## config.mk

```make
export PLATFORM = sky130hd
export DESIGN_NAME = apb_timer_slave_flat
export DESIGN_NICKNAME = d
export VERILOG_FILES = /design/src/rtl/apb_timer_pkg.sv /design/src/rtl/apb_timer_slave_if.sv /design/src/rtl/apb_timer_core.sv /design/src/rtl/apb_timer_slave.sv /design/src/flat_wrapper.sv
export SDC_FILE = /design/constraint.sdc
export NUM_CORES = 1
export LEC_CHECK = 0
export ABC_CLOCK_PERIOD_IN_PS = 4600
export BUFFER_PORTS_ARGS = -buffer_cell sky130_fd_sc_hd__buf_2
export CORE_AREA = 2 2 145 147
export DETAILED_ROUTE_END_ITERATION = 8
export DIE_AREA = 0 0 147 149
export PLACE_DENSITY = 0.63
export SLEW_MARGIN = 10
export SYNTH_ARGS = -nofsm -noshare
export SYNTH_HDL_FRONTEND = slang
export SYNTH_SLANG_ARGS = --single-unit
export TNS_END_PERCENT = 30
```

## constraint.sdc

```tcl
create_clock -name Hclk -period 4.6 [get_ports Hclk]
set_input_delay 0.23 -clock Hclk [delete_from_list [all_inputs] [get_ports Hclk]]
set_output_delay 0.23 -clock Hclk [all_outputs]
set_load 0.02 [all_outputs]
```

## src/rtl/apb_timer_pkg.sv

```systemverilog
// Shared definitions for the APB timer slave: register offsets, CTRL bit
// positions, the APB phase type and small counter helpers.
package apb_timer_pkg;

  localparam logic [2:0] REG_CTRL     = 3'd0;
  localparam logic [2:0] REG_LOAD     = 3'd1;
  localparam logic [2:0] REG_COUNT    = 3'd2;
  localparam logic [2:0] REG_STATUS   = 3'd3;
  localparam logic [2:0] REG_PRESCALE = 3'd4;

  localparam int CTRL_ENABLE      = 0;
  localparam int CTRL_AUTO_RELOAD = 1;
  localparam int CTRL_IRQ_EN      = 2;

  typedef enum logic [1:0] {
    IDLE,
    SETUP,
    ACCESS
  } apb_phase_e;

  function automatic apb_phase_e apb_phase(input logic sel, input logic enable);
    if (!sel) return IDLE;
    return enable ? ACCESS : SETUP;
  endfunction

  // COUNT stops at zero rather than wrapping.
  function automatic logic [31:0] dec_floor0(input logic [31:0] value);
    return (value == 32'd0) ? 32'd0 : value - 32'd1;
  endfunction

endpackage

```

## src/rtl/apb_timer_slave_if.sv

```systemverilog
// APB signal bundle between the AHB-to-APB bridge (master) and the timer slave.
interface apb_timer_slave_if;
  logic [2:0]  Pselx;
  logic        Penable;
  logic        Pwrite;
  logic [31:0] Paddr;
  logic [31:0] Pwdata;
  logic [31:0] Prdata;

  modport master (
    output Pselx, Penable, Pwrite, Paddr, Pwdata,
    input  Prdata
  );

  modport slave (
    input  Pselx, Penable, Pwrite, Paddr, Pwdata,
    output Prdata
  );
endinterface

```

## src/rtl/apb_timer_core.sv

```systemverilog
// Prescaler plus 32-bit down-counter; reports expiry and, in one-shot mode,
// asks the register bank to clear CTRL.enable.
module apb_timer_core
  import apb_timer_pkg::*;
#(
  parameter int unsigned PRESCALE_W = 16,
  parameter logic [31:0] RESET_LOAD = 32'hFFFF_FFFF
) (
  input  logic                  clk,
  input  logic                  rst_n,
  input  logic                  enable,
  input  logic                  auto_reload,
  input  logic [PRESCALE_W-1:0] prescale,
  input  logic [31:0]           load,
  input  logic                  count_wr,
  input  logic [31:0]           count_wdata,
  output logic [31:0]           count,
  output logic                  expire,
  output logic                  hw_disable
);

  logic [PRESCALE_W-1:0] pre_cnt;
  logic                  tick;
  logic                  at_zero;

  assign tick       = enable && (pre_cnt == prescale);
  assign at_zero    = (count == 32'd0);
  assign expire     = tick && at_zero;
  assign hw_disable = expire && !auto_reload;

  always_ff @(posedge clk or negedge rst_n) begin
    if (!rst_n) begin
      pre_cnt <= '0;
    end else if (!enable || tick) begin
      pre_cnt <= '0;
    end else begin
      pre_cnt <= pre_cnt + PRESCALE_W'(1);
    end
  end

  // count_wr and tick never coincide: the copy only happens while disabled.
  always_ff @(posedge clk or negedge rst_n) begin
    if (!rst_n) begin
      count <= RESET_LOAD;
    end else if (count_wr) begin
      count <= count_wdata;
    end else if (tick) begin
      if (at_zero) begin
        if (auto_reload) count <= load;
      end else begin
        count <= dec_floor0(count);
      end
    end
  end

endmodule

```

## src/rtl/apb_timer_slave.sv

```systemverilog
// Zero-wait-state APB timer slave: address decode, register bank and the
// registered read-data path in front of apb_timer_core.
module apb_timer_slave
  import apb_timer_pkg::*;
#(
  parameter int unsigned SEL_INDEX  = 0,
  parameter int unsigned PRESCALE_W = 16,
  parameter logic [31:0] RESET_LOAD = 32'hFFFF_FFFF
) (
  input  logic              Hclk,
  input  logic              Hresetn,
  apb_timer_slave_if.slave  bus,
  output logic              timer_irq
);

  logic                  sel;
  apb_phase_e            phase;
  logic [2:0]            reg_sel;
  logic                  wr_en;
  logic                  rd_en;
  logic [2:0]            ctrl;
  logic                  expired;
  logic [PRESCALE_W-1:0] prescale;
  logic [31:0]           load;
  logic [31:0]           count;
  logic [31:0]           rdata;
  logic [31:0]           prdata;
  logic                  expire;
  logic                  hw_disable;
  logic                  count_wr;
  logic                  unused_bits;

  assign sel         = bus.Pselx[SEL_INDEX];
  assign phase       = apb_phase(sel, bus.Penable);
  assign reg_sel     = bus.Paddr[4:2];
  assign wr_en       = (phase == ACCESS) && bus.Pwrite;
  assign rd_en       = (phase == SETUP) && !bus.Pwrite;
  assign count_wr    = wr_en && (reg_sel == REG_LOAD) && !ctrl[CTRL_ENABLE];
  assign unused_bits = ^{bus.Pselx, bus.Paddr[31:5], bus.Paddr[1:0]};

  // A bus write to CTRL overrides the one-shot self-disable in the same cycle.
  always_ff @(posedge Hclk or negedge Hresetn) begin
    if (!Hresetn) begin
      ctrl <= '0;
    end else if (wr_en && (reg_sel == REG_CTRL)) begin
      ctrl <= bus.Pwdata[2:0];
    end else if (hw_disable) begin
      ctrl[CTRL_ENABLE] <= 1'b0;
    end
  end

  always_ff @(posedge Hclk or negedge Hresetn) begin
    if (!Hresetn) begin
      load     <= RESET_LOAD;
      prescale <= '0;
    end else if (wr_en) begin
      if (reg_sel == REG_LOAD)     load     <= bus.Pwdata;
      if (reg_sel == REG_PRESCALE) prescale <= bus.Pwdata[PRESCALE_W-1:0];
    end
  end

  // Expiry has priority over a same-cycle write-1-to-clear.
  always_ff @(posedge Hclk or negedge Hresetn) begin
    if (!Hresetn) begin
      expired <= 1'b0;
    end else if (expire) begin
      expired <= 1'b1;
    end else if (wr_en && (reg_sel == REG_STATUS) && bus.Pwdata[0]) begin
      expired <= 1'b0;
    end
  end

  always_comb begin
    rdata = '0;
    case (reg_sel)
      REG_CTRL:     rdata = {29'd0, ctrl};
      REG_LOAD:     rdata = load;
      REG_COUNT:    rdata = count;
      REG_STATUS:   rdata = {31'd0, expired};
      REG_PRESCALE: rdata = 32'(prescale);
      default:      rdata = '0;
    endcase
  end

  // Captured at the end of setup so data is stable for the whole access phase.
  always_ff @(posedge Hclk or negedge Hresetn) begin
    if (!Hresetn) begin
      prdata <= '0;
    end else if (rd_en) begin
      prdata <= rdata;
    end
  end

  assign bus.Prdata = prdata;
  assign timer_irq  = expired & ctrl[CTRL_IRQ_EN];

  apb_timer_core #(
    .PRESCALE_W (PRESCALE_W),
    .RESET_LOAD (RESET_LOAD)
  ) u_core (
    .clk         (Hclk),
    .rst_n       (Hresetn),
    .enable      (ctrl[CTRL_ENABLE]),
    .auto_reload (ctrl[CTRL_AUTO_RELOAD]),
    .prescale    (prescale),
    .load        (load),
    .count_wr    (count_wr),
    .count_wdata (bus.Pwdata),
    .count       (count),
    .expire      (expire),
    .hw_disable  (hw_disable)
  );

endmodule

```

## src/flat_wrapper.sv

```systemverilog
// flat-port wrapper written by rule: the top's interface ports become plain ports
module apb_timer_slave_flat import apb_timer_pkg::*;
#(
  parameter int unsigned SEL_INDEX  = 0,
  parameter int unsigned PRESCALE_W = 16,
  parameter logic [31:0] RESET_LOAD = 32'hFFFF_FFFF
)
  (Hclk, Hresetn, timer_irq, bus_Pselx, bus_Penable, bus_Pwrite, bus_Paddr, bus_Pwdata, bus_Prdata);
  apb_timer_slave_if bus_i ();
  input  logic Hclk;
  input  logic Hresetn;
  output logic timer_irq;
  input wire logic [$bits(bus_i.Pselx)-1:0] bus_Pselx;
  input wire logic [$bits(bus_i.Penable)-1:0] bus_Penable;
  input wire logic [$bits(bus_i.Pwrite)-1:0] bus_Pwrite;
  input wire logic [$bits(bus_i.Paddr)-1:0] bus_Paddr;
  input wire logic [$bits(bus_i.Pwdata)-1:0] bus_Pwdata;
  output wire logic [$bits(bus_i.Prdata)-1:0] bus_Prdata;
  assign bus_i.Pselx = bus_Pselx;
  assign bus_i.Penable = bus_Penable;
  assign bus_i.Pwrite = bus_Pwrite;
  assign bus_i.Paddr = bus_Paddr;
  assign bus_i.Pwdata = bus_Pwdata;
  assign bus_Prdata = bus_i.Prdata;
  apb_timer_slave #(.SEL_INDEX(SEL_INDEX), .PRESCALE_W(PRESCALE_W), .RESET_LOAD(RESET_LOAD)) u_core (.Hclk(Hclk), .Hresetn(Hresetn), .bus(bus_i), .timer_irq(timer_irq));
endmodule
```

======== Yosys cells after proc, flatten, opt, wreduce, memory -nomap -nowiden ========
Index checks and enable logic that the tools add are counted.
storage, ports and cells
  input bits .............................. 71
  register bits after elaboration ......... 132
  word-level logic and storage cells ...... 53
operators by class
  bitwise gates (word level) .............. 1
  reduce and logical (&&, ||, !) cells .... 22
  muxes and demuxes ....................... 12
  $add $sub $neg .......................... 2
  equal/unequal tests ..................... 8
operator list
  operator               number
  $pmux 32 s5            1
  $mux 32                4
  $logic_not 32->1       1
  $sub 32x1->32 const B  1
  $add 16x1->16 const B  1
  $eq 16x16->1           1
  $mux 16                1
  $logic_and 1x1->1      10
  $eq 3x2->1 const B     2
  $reduce_and 2->1       3
  $reduce_bool 2->1      3
  $mux 1                 4
  $mux 2                 2
  $eq 3x1->1 const B     1
  $eq 3x3->1 const B     1
  $logic_not 1->1        3
  $logic_not 3->1        1
  $ne 3x2->1 const B     1
  $eq 2x1->1 const B     1
  $eq 2x2->1 const B     1
  $and 1x1->1            1
  $logic_or 1x1->1       1

======== Logic depth before layout (Yosys ltp) ========
Gate-level depths: netlist of run 1.
  word-level depth ........................ 8
  mapped depth ............................ 10
  gate-level depth less buffers ........... 8

======== Modules after synthesis ========
Synthesis of run 1 repeated with hierarchy kept, for this count alone.
unflattened totals
  cells, all modules ...................... 672
  area, all modules ....................... 7144.4 um^2
modules (own cells, without submodules)
  module           cells an instance  area an instance (um^2)  times used
  apb_timer_slave  313                3885.0                   1
  apb_timer_core   359                3259.4                   1

======== Worst setup path before layout of run 1 ========
OpenSTA, ideal clock, no wires.
  path kind ............................... register to register
  start ................................... register u_core.u_core.count[24]
  end ..................................... register u_core.u_core.count[28]
  stages on the path, launching flop included .. 11
  arrival ................................. 2847 ps
  setup slack ............................. 1670 ps
  period minus slack after synthesis ...... 2930 ps
  required time ........................... 4517 ps
  library setup time ...................... 83 ps
  path through ............................ dfstp_2 > clkbuf_1 > or4_4 > or4_1 > buf_2 > or4_4 > buf_6 > o211ai_4 > buf_6 > a211oi_1 > a221o_1
on the way
  word-level cells in the longest chain between the ends .. 4
ends and longest elaborated chain
  element                                                   line                                       source
  start, declared                                           apb_timer_core.sv:17                       output logic [31:0] count,
  start signal, assigned                                    apb_timer_core.sv:46                       count <= count_wdata;
  start signal, assigned                                    apb_timer_core.sv:49                       if (auto_reload) count <= load;
  start signal, assigned                                    apb_timer_core.sv:51                       count <= dec_floor0(count);
  $sub 32x1->32 / $logic_not 32->1 (equally long branches)  apb_timer_pkg.sv:28, apb_timer_core.sv:27
  $mux 32                                                   apb_timer_core.sv:48                       if (at_zero) begin
  $mux 32                                                   apb_timer_core.sv:47                       end else if (tick) begin
  $mux 32                                                   apb_timer_core.sv:45                       end else if (count_wr) begin
Parallel ways exist; a longest one is shown, timed or not. The select of a mux whose other input is x is not followed.
A chain may end at the register's enable or synchronous reset.

======== Final worst setup path of run 1 ========
  start ................................... register u_core.u_core.count[26]
  end ..................................... register u_core.u_core.count[31]
Same word-level chain as after synthesis.

==> results of run 1 <==
-- critical path, cell delays in order, from the launching register on --
cell,delay [ps]
dfstp_2,400
or4_4,560
or4_1,590
or4_4,690
o211ai_4,470
buf_4,290
nand2_2,140
o221ai_1,230
-- where the power goes --
group          internal [mW]  total (mW)  switching (mW)
sequential              1.55        1.86           0.313
clock                  0.809        1.33           0.523
combinational          0.448       0.953           0.506
total                   2.80        4.15            1.34
-- final cells by class --
cell class	instances	share of cell area, %
Clock buffer	19	5.38
Clock inverter	13	1.63
Inverter	13	0.593
Multi-Input combinational cell	504	41.1
Sequential cell	132	41.1
Tap cell	275	4.18
Timing Repair Buffer	89	5.99
-- worst paths after layout --
| check | start | to |
|---|---|---|
| worst max-delay path | u_core.u_core.count[26] | u_core.u_core.count[31] |
| worst min-delay path | bus_Pwdata[25] | u_core.u_core.count[25] |
| worst max register to register | u_core.u_core.count[26] | u_core.u_core.count[31] |
| worst min register to register | u_core.bus.Prdata[26] | u_core.bus.Prdata[26] |
| max in group asynchronous | Hresetn | u_core.load[25] |
| min in group asynchronous | Hresetn | u_core.bus.Prdata[3] |
-- cell families (layout without fill, tap and decap cells) --
| logic type | count (synthesis) | count (layout) | synth area share (%) |
|---|---|---|---|
| AOI/OAI and AO/OA | 167 | 167 | 16.3 |
| xor gates and xnor gates | 47 | 47 | 5.86 |
| adders and majority gates | 3 | 3 | 0.534 |
| buffers and inverters | 61 | 134 | 3.90 |
| DFF | 132 | 132 | 48.1 |
| muxes | 61 | 61 | 9.76 |
| and+or+nand+nor | 226 | 226 | 15.5 |
-- state kept, by name, indices dropped and copies added (netlist names) --
| signal | cells |
|---|---|
| u_core.u_core.pre_cnt | 16 |
| u_core.u_core.count | 32 |
| u_core.ctrl | 3 |
| u_core.expired | 1 |
| u_core.prescale | 16 |
| u_core.load | 32 |
| u_core.bus.Prdata | 32 |
-- Yosys cell counts, types with 2 or more instances --
master	n	area, µm²
buf_6	5	56.3
dfrtp_1	68	1700
or4_4	2	22.5
a21oi_1	30	150
a22oi_1	29	218
dfstp_2	64	1680
and3_1	4	25.0
nand4b_1	3	26.3
o221ai_1	5	43.8
ha_1	3	37.5
nand2b_1	2	12.5
xor2_1	9	78.8
a221o_1	17	170
o211ai_1	8	60.1
nor2b_1	5	31.3
and2_1	8	50.1
o22ai_1	2	12.5
or4_1	3	22.5
nand4_1	10	62.6
nand2_1	61	229
o21ai_0	44	220
mux2_2	50	563
a211o_1	2	17.5
a221oi_1	2	17.5
a22o_1	3	26.3
nor4_1	8	50.1
or3_1	10	62.6
a211oi_1	14	105
buf_2	3	15.0
or2_2	2	12.5
inv_1	12	45.0
nand3_1	20	100
clkbuf_1	39	146
o31ai_1	2	15.0
xnor2_1	38	333
o2bb2ai_1	5	43.8
nor2_1	65	244
nor3_1	16	80.1
mux2i_1	10	100
-- metrics by stage --
| step | area, µm² | hold slack (ps) |
|---|---|---|
| global route | 8230 | 51.7 |
| finish | 8230 | 40.7 |
| global placement | 7640 | 428 |
| floorplan | 7030 | -65.6 |
| detailed placement | 7640 | 429 |
| CTS | 8230 | 43.7 |
-- metal layers --
metal  GRT usage [%]  up-vias  share of wire, %
met5               0        -                 0
met4            5.82        0               1.9
met3            3.94       31               4.3
met2            28.8      131                48
met1            23.5     2790                46
li1                -     2646                 -
-- timing repair --
action | in CTS | in global routing
hold endpoints to repair | 34 | 0
buffers inserted | 0 | 0
hold buffers | 1 | 0
==> run_results.csv, run 1 <==
group,metric,value,unit
place,pre_cts_slack,1160,ps
routing,wire_per_inst,17.9,µm
synth,synth_edf_count,0,
routing,route.final.wire_length,18700,µm
routing,route.detailed.drc,0,
synth,syn_area,0.00703,mm²
clock_network,worst_setup_hold_path_clk_slew,60,ps
cells_and_area,n_antenna_cell,0,
sta,finClkSkew,9.88,ps
cells_and_area,finish.cell_count_without_fillers,1045,
synth,synthFlopType,"dfrtp_1",
synth,syn_nets,771,
synth,ys_async_sr_fraction,100,%
power_and_ir_drop,power.leakage,3.37,nW
setup_path,critical_path.max_fanout,17,
routing,detailedRoute.firstIterationViolations,420,
clock_network,tritoncts,"built",
sta,max_freq,0.289,GHz
routing,vias_per_cell,5.36,
routing,drt_pre_antenna_iters,4,
global_route,first_global_vias,5676,
clock_network,cts.root.buffer_cell,"clkbuf_16",
sta,setup_slack,1140,ps
floorplanning,die_width,147,µm
clock_network,worst_skew_pair.late_latency,420,ps
cells_and_area,fillers,2066,
sta,layout_worst_path_cycle_share,75.3,%
sta,grt_setup_unrepaired,"false",
synth,synth_cell_type_count,53,
routing,drtAntennaViolNets,0,
min_path,hold_path_depth,3,
clock_network,cts_buffers,17,
floorplanning,boundaryPins,104,
clock_network,clock_tree.htree_level_count,4,
floorplanning,fp-row-count,53,
power_and_ir_drop,design_power_total,4.15,mW
run,max_cap_viol_count,0,
place,port_buffers,72,
clock_network,cts-root-to-sink-buffers,2,
floorplanning,initial_core_util,34.2,%
cells_and_area,layout.nets,831,
synth,syn-mean-instance-area,10.1,µm²
cells_and_area,layout.core_utilization,40.0,%
sta,hold_violations,0,
global_route,grt_max_degree,74,
min_path,holdCritPathClass,"in2reg",
synth,synth-seq-cells,132,
floorplanning,core_area,0.0206,mm²
floorplanning,fp.dieArea,0.0219,mm²
global_route,grt_overflow,0,
place,gpl.final_weighted_congestion,0.818,
setup_path,critical_path.endpoint_type,"register",
global_route,groute.usage.overall,17.7,%
cells_and_area,leading_cell_type_in_the_layout_fill_and_taps_excluded,"buf_2",
setup_path,startpoint_type,"register",
cells_and_area,most-common-layout-cells,"buf_2 (71), dfrtp_1 (68), nor2_1 (65)",
cells_and_area,multiInputGateArea,0.00338,mm²
cells_and_area,final_layout_size_suffix_gt1_share,32.1,%
cells_and_area,areaGrowthSynthToFinish,17.1,%
sta,totalNegativeSetupSlack,0,ps
setup_path,critical_path_class,"reg2reg",
setup_path,cp.required,4930,ps
place,place_inst,1012,
power_and_ir_drop,power-per-cell-area,504,mW/mm²
sta,timing.slew.headroom,38.4,%
synth,synthCells,697,
setup_path,cp.arrival,3790,ps
setup_path,worst-r2r-cell-count,7,
synth,yosysWarnings,0,
place,hpwl,12900,µm
sta,final.min_clock_period,3460,ps
global_route,grt_antenna_before_repair,0,
clock_network,clock_sinks,132,
clock_network,post_cts_repair_resize_count,0,
synth,seq_area_frac_synth,48.1,%
floorplanning,die-height,149,µm
power_and_ir_drop,max-vdd-ir-drop,0.000250,V
sta,tightest_slew,924,ps
global_route,grt_first_pass_wirelength,30700,µm
sta,setup_violations,0,
run_status,outcome,"finished clean",
setup_path,r2r_setup_slack,1140,ps
sta,final_max_slew_viol_count,0,
routing,vias_after_detailed_routing,5598,
cells_and_area,regArea,0.00338,mm²
(Power assumes the default switching activity.)
==> run 2: changes to the inputs <==
- ABC_CLOCK_PERIOD_IN_PS: 4600 -> 3300
- clock period: 4.6 -> 3.3 ns (I/O delays scaled with it)
==> run 2 against run 1 <==
Compared with the run above: total power rose by 45%; non-clock buffer count is 21 higher; clock power is 53% higher; die area did not move; first-iteration DRC count is 0.95% higher; sequential power grew 39%; critical path type unchanged; critical endpoint is now u_core.u_core.count[13]; largest cell class unchanged.
==> run_results.csv, run 2 (synthesis results as in run 1) <==
group,metric,value,unit
setup_path,worst-path-buf-inv,2,
sta,final_max_slew_viol_count,0,
setup_path,regToRegEndpoint,"u_core.u_core.count[13]",
sta,finClkSkew,10.7,ps
floorplanning,core_area,0.0206,mm²
floorplanning,boundaryPins,104,
routing,drtAntennaViolNets,0,
clock_network,cts_buffers,17,
global_route,grt_first_pass_wirelength,31000,µm
floorplanning,fp.dieArea,0.0219,mm²
global_route,grt_overflow,0,
setup_path,critical_path.max_fanout,19,
setup_path,rr_startpoint,"u_core.u_core.count[26]",
min_path,hold_path_depth,2,
place,detailed_place.area,0.00771,mm²
routing,detailedRoute.firstIterationViolations,424,
power_and_ir_drop,power-per-cell-area,704,mW/mm²
min_path,worstHoldStart,"bus_Pwdata[13]",
global_route,global_route.usage.met1,23.7,%
clock_network,cts_post_setup_buffers_inserted,0,
run_status,outcome,"finished clean",
setup_path,crit_chain,"or4_4 > or4_1 > or4_4 > o211ai_4 > buf_4 > inv_2 > a221o_1",
sta,hold_violations,0,
min_path,hold_path_end,"u_core.prescale[13]",
sta,layout_worst_path_cycle_share,89.0,%
cells_and_area,fillers,2010,
routing,drt_pre_antenna_iters,5,
setup_path,cp.arrival,3300,ps
routing,route.final.wire_length,18900,µm
sta,final.min_clock_period,2940,ps
sta,hold_slack,4.55,ps
routing,route.detailed.drc,0,
power_and_ir_drop,max-vdd-ir-drop,0.000369,V
setup_path,crit_top_cell,"or4_4",
clock_network,clock_sinks,132,
cells_and_area,areaGrowthSynthToFinish,21.1,%
global_route,grt_max_degree,56,
global_route,global_route.usage.met3,4.31,%
floorplanning,die-height,149,µm
global_route,grt_most_used_layer,"met2",
routing,vias_after_detailed_routing,5643,
cells_and_area,leading_cell_type_in_the_layout_fill_and_taps_excluded,"buf_2",
global_route,grt_antenna_before_repair,0,
setup_path,crit_family,"simple AND/OR/NAND/NOR gates",
setup_path,startpoint_type,"register",
setup_path,cp_max_delay_cell,"or4_4",
setup_path,critical_path.endpoint_type,"register",
sta,grt_setup_unrepaired,"false",
clock_network,tritoncts,"built",
setup_path,critical_path_class,"reg2reg",
run,max_cap_viol_count,0,
global_route,groute.usage.overall,18.1,%
clock_network,post_cts_repair_resize_count,0,
clock_network,cts-root-to-sink-buffers,2,
sta,setup_violations,0,
routing,wire_per_inst,17.7,µm
clock_network,worst_skew_pair.late_latency,430,ps
clock_network,worst_setup_hold_path_clk_slew,60,ps
global_route,first_global_vias,5736,
min_path,holdCritPathClass,"in2reg",
setup_path,cp.required,3660,ps
floorplanning,initial_core_util,34.2,%
clock_network,clock_tree.htree_level_count,4,
sta,totalNegativeSetupSlack,0,ps
sta,tightest_slew,750,ps
clock_network,ctsHoldBuffers,16,
floorplanning,die_width,147,µm
place,gpl.final_weighted_congestion,0.803,
sta,max_freq,0.340,GHz
power_and_ir_drop,power.leakage,3.51,nW
cells_and_area,layout.nets,852,
routing,vias_per_cell,5.29,
sta,timing.slew.headroom,49.9,%
setup_path,worst-r2r-cell-count,7,
cells_and_area,most-common-layout-cells,"buf_2 (71), dfrtp_1 (68), nor2_1 (65)",
place,port_buffers,72,
place,hpwl,13000,µm
cells_and_area,final_layout_size_suffix_gt1_share,31.9,%
setup_path,r2r_setup_slack,360,ps
setup_path,timing.critical_path.depth,7,
global_route,gr-usage-met2,29.6,%
floorplanning,fp-row-count,53,
cells_and_area,n_antenna_cell,0,
clock_network,cts.root.buffer_cell,"clkbuf_16",
cells_and_area,layout.cell_area.non_filler,0.00851,mm²
setup_path,cp_slowest_stage_delay,560,ps
[run 2: changes by cell type in the layout (fill, tap and decap cells not counted), sizes merged, moves of 2 or more]
cell and change:
bufinv +2, clkbuf +4, dlygate4sd3 +15, clkinvlp -3
clkinv -2, buf +6
[run 2: cell type report]
type	count	area [µm²]	share of cell area [%]
Multi-Input combinational cell	504	3380	39.8
Clock inverter	9	149	1.75
Sequential cell	132	3380	39.8
Timing Repair Buffer	110	713	8.38
Inverter	13	48.8	0.573
Tap cell	275	344	4.04
Clock buffer	23	488	5.73
[run 2: how the worst max path moves through the flow]
| stage | endpoint | from | slack [ps] |
|---|---|---|---|
| 3_5_place_dp | u_core.u_core.count[13] | u_core.u_core.count[26] | 390 |
| 5_1_grt | u_core.u_core.count[18] | u_core.u_core.count[0] | 220 |
| 2_1_floorplan | u_core.u_core.count[28] | u_core.u_core.count[24] | 370 |
| 6_report | u_core.u_core.count[13] | u_core.u_core.count[26] | 360 |
| 4_1_cts | u_core.u_core.count[13] | u_core.u_core.count[26] | 370 |
| 3_3_place_gp | u_core.u_core.count[16] | u_core.u_core.count[26] | 430 |
[run 2: power by group]
| part | leakage [nW] | total [mW] | internal, mW | switching (mW) |
|---|---|---|---|---|
| Combinational | 1.61 | 1.37 | 0.662 | 0.712 |
| Sequential | 1.58 | 2.59 | 2.16 | 0.431 |
| Clock | 0.317 | 2.03 | 1.34 | 0.691 |
[run 2: worst reg2reg max path: stages (launching register included)]
cell      delay [ps]
dfstp_2          390
or4_4            560
or4_1            450
or4_4            530
o211ai_4         190
buf_4            290
inv_2            110
a221o_1          340
[run 2: layer usage]
metal,part of all wire [%],vias up
li1,-,2690
met1,46,2811
met2,48,115
met3,4.5,27
met4,1.8,0
met5,0,-
[run 2: metrics by stage]
stage	setup slack, ps	power (mW)	util, %	instances
after global placement	434	3.93	37.5	1018
after CTS	367	6.02	41.4	1066
after global routing	216	6.33	41.4	1066
after floorplan	370	3.50	-	697
after detailed placement	390	3.95	37.5	1018
final	362	5.99	41.4	1066
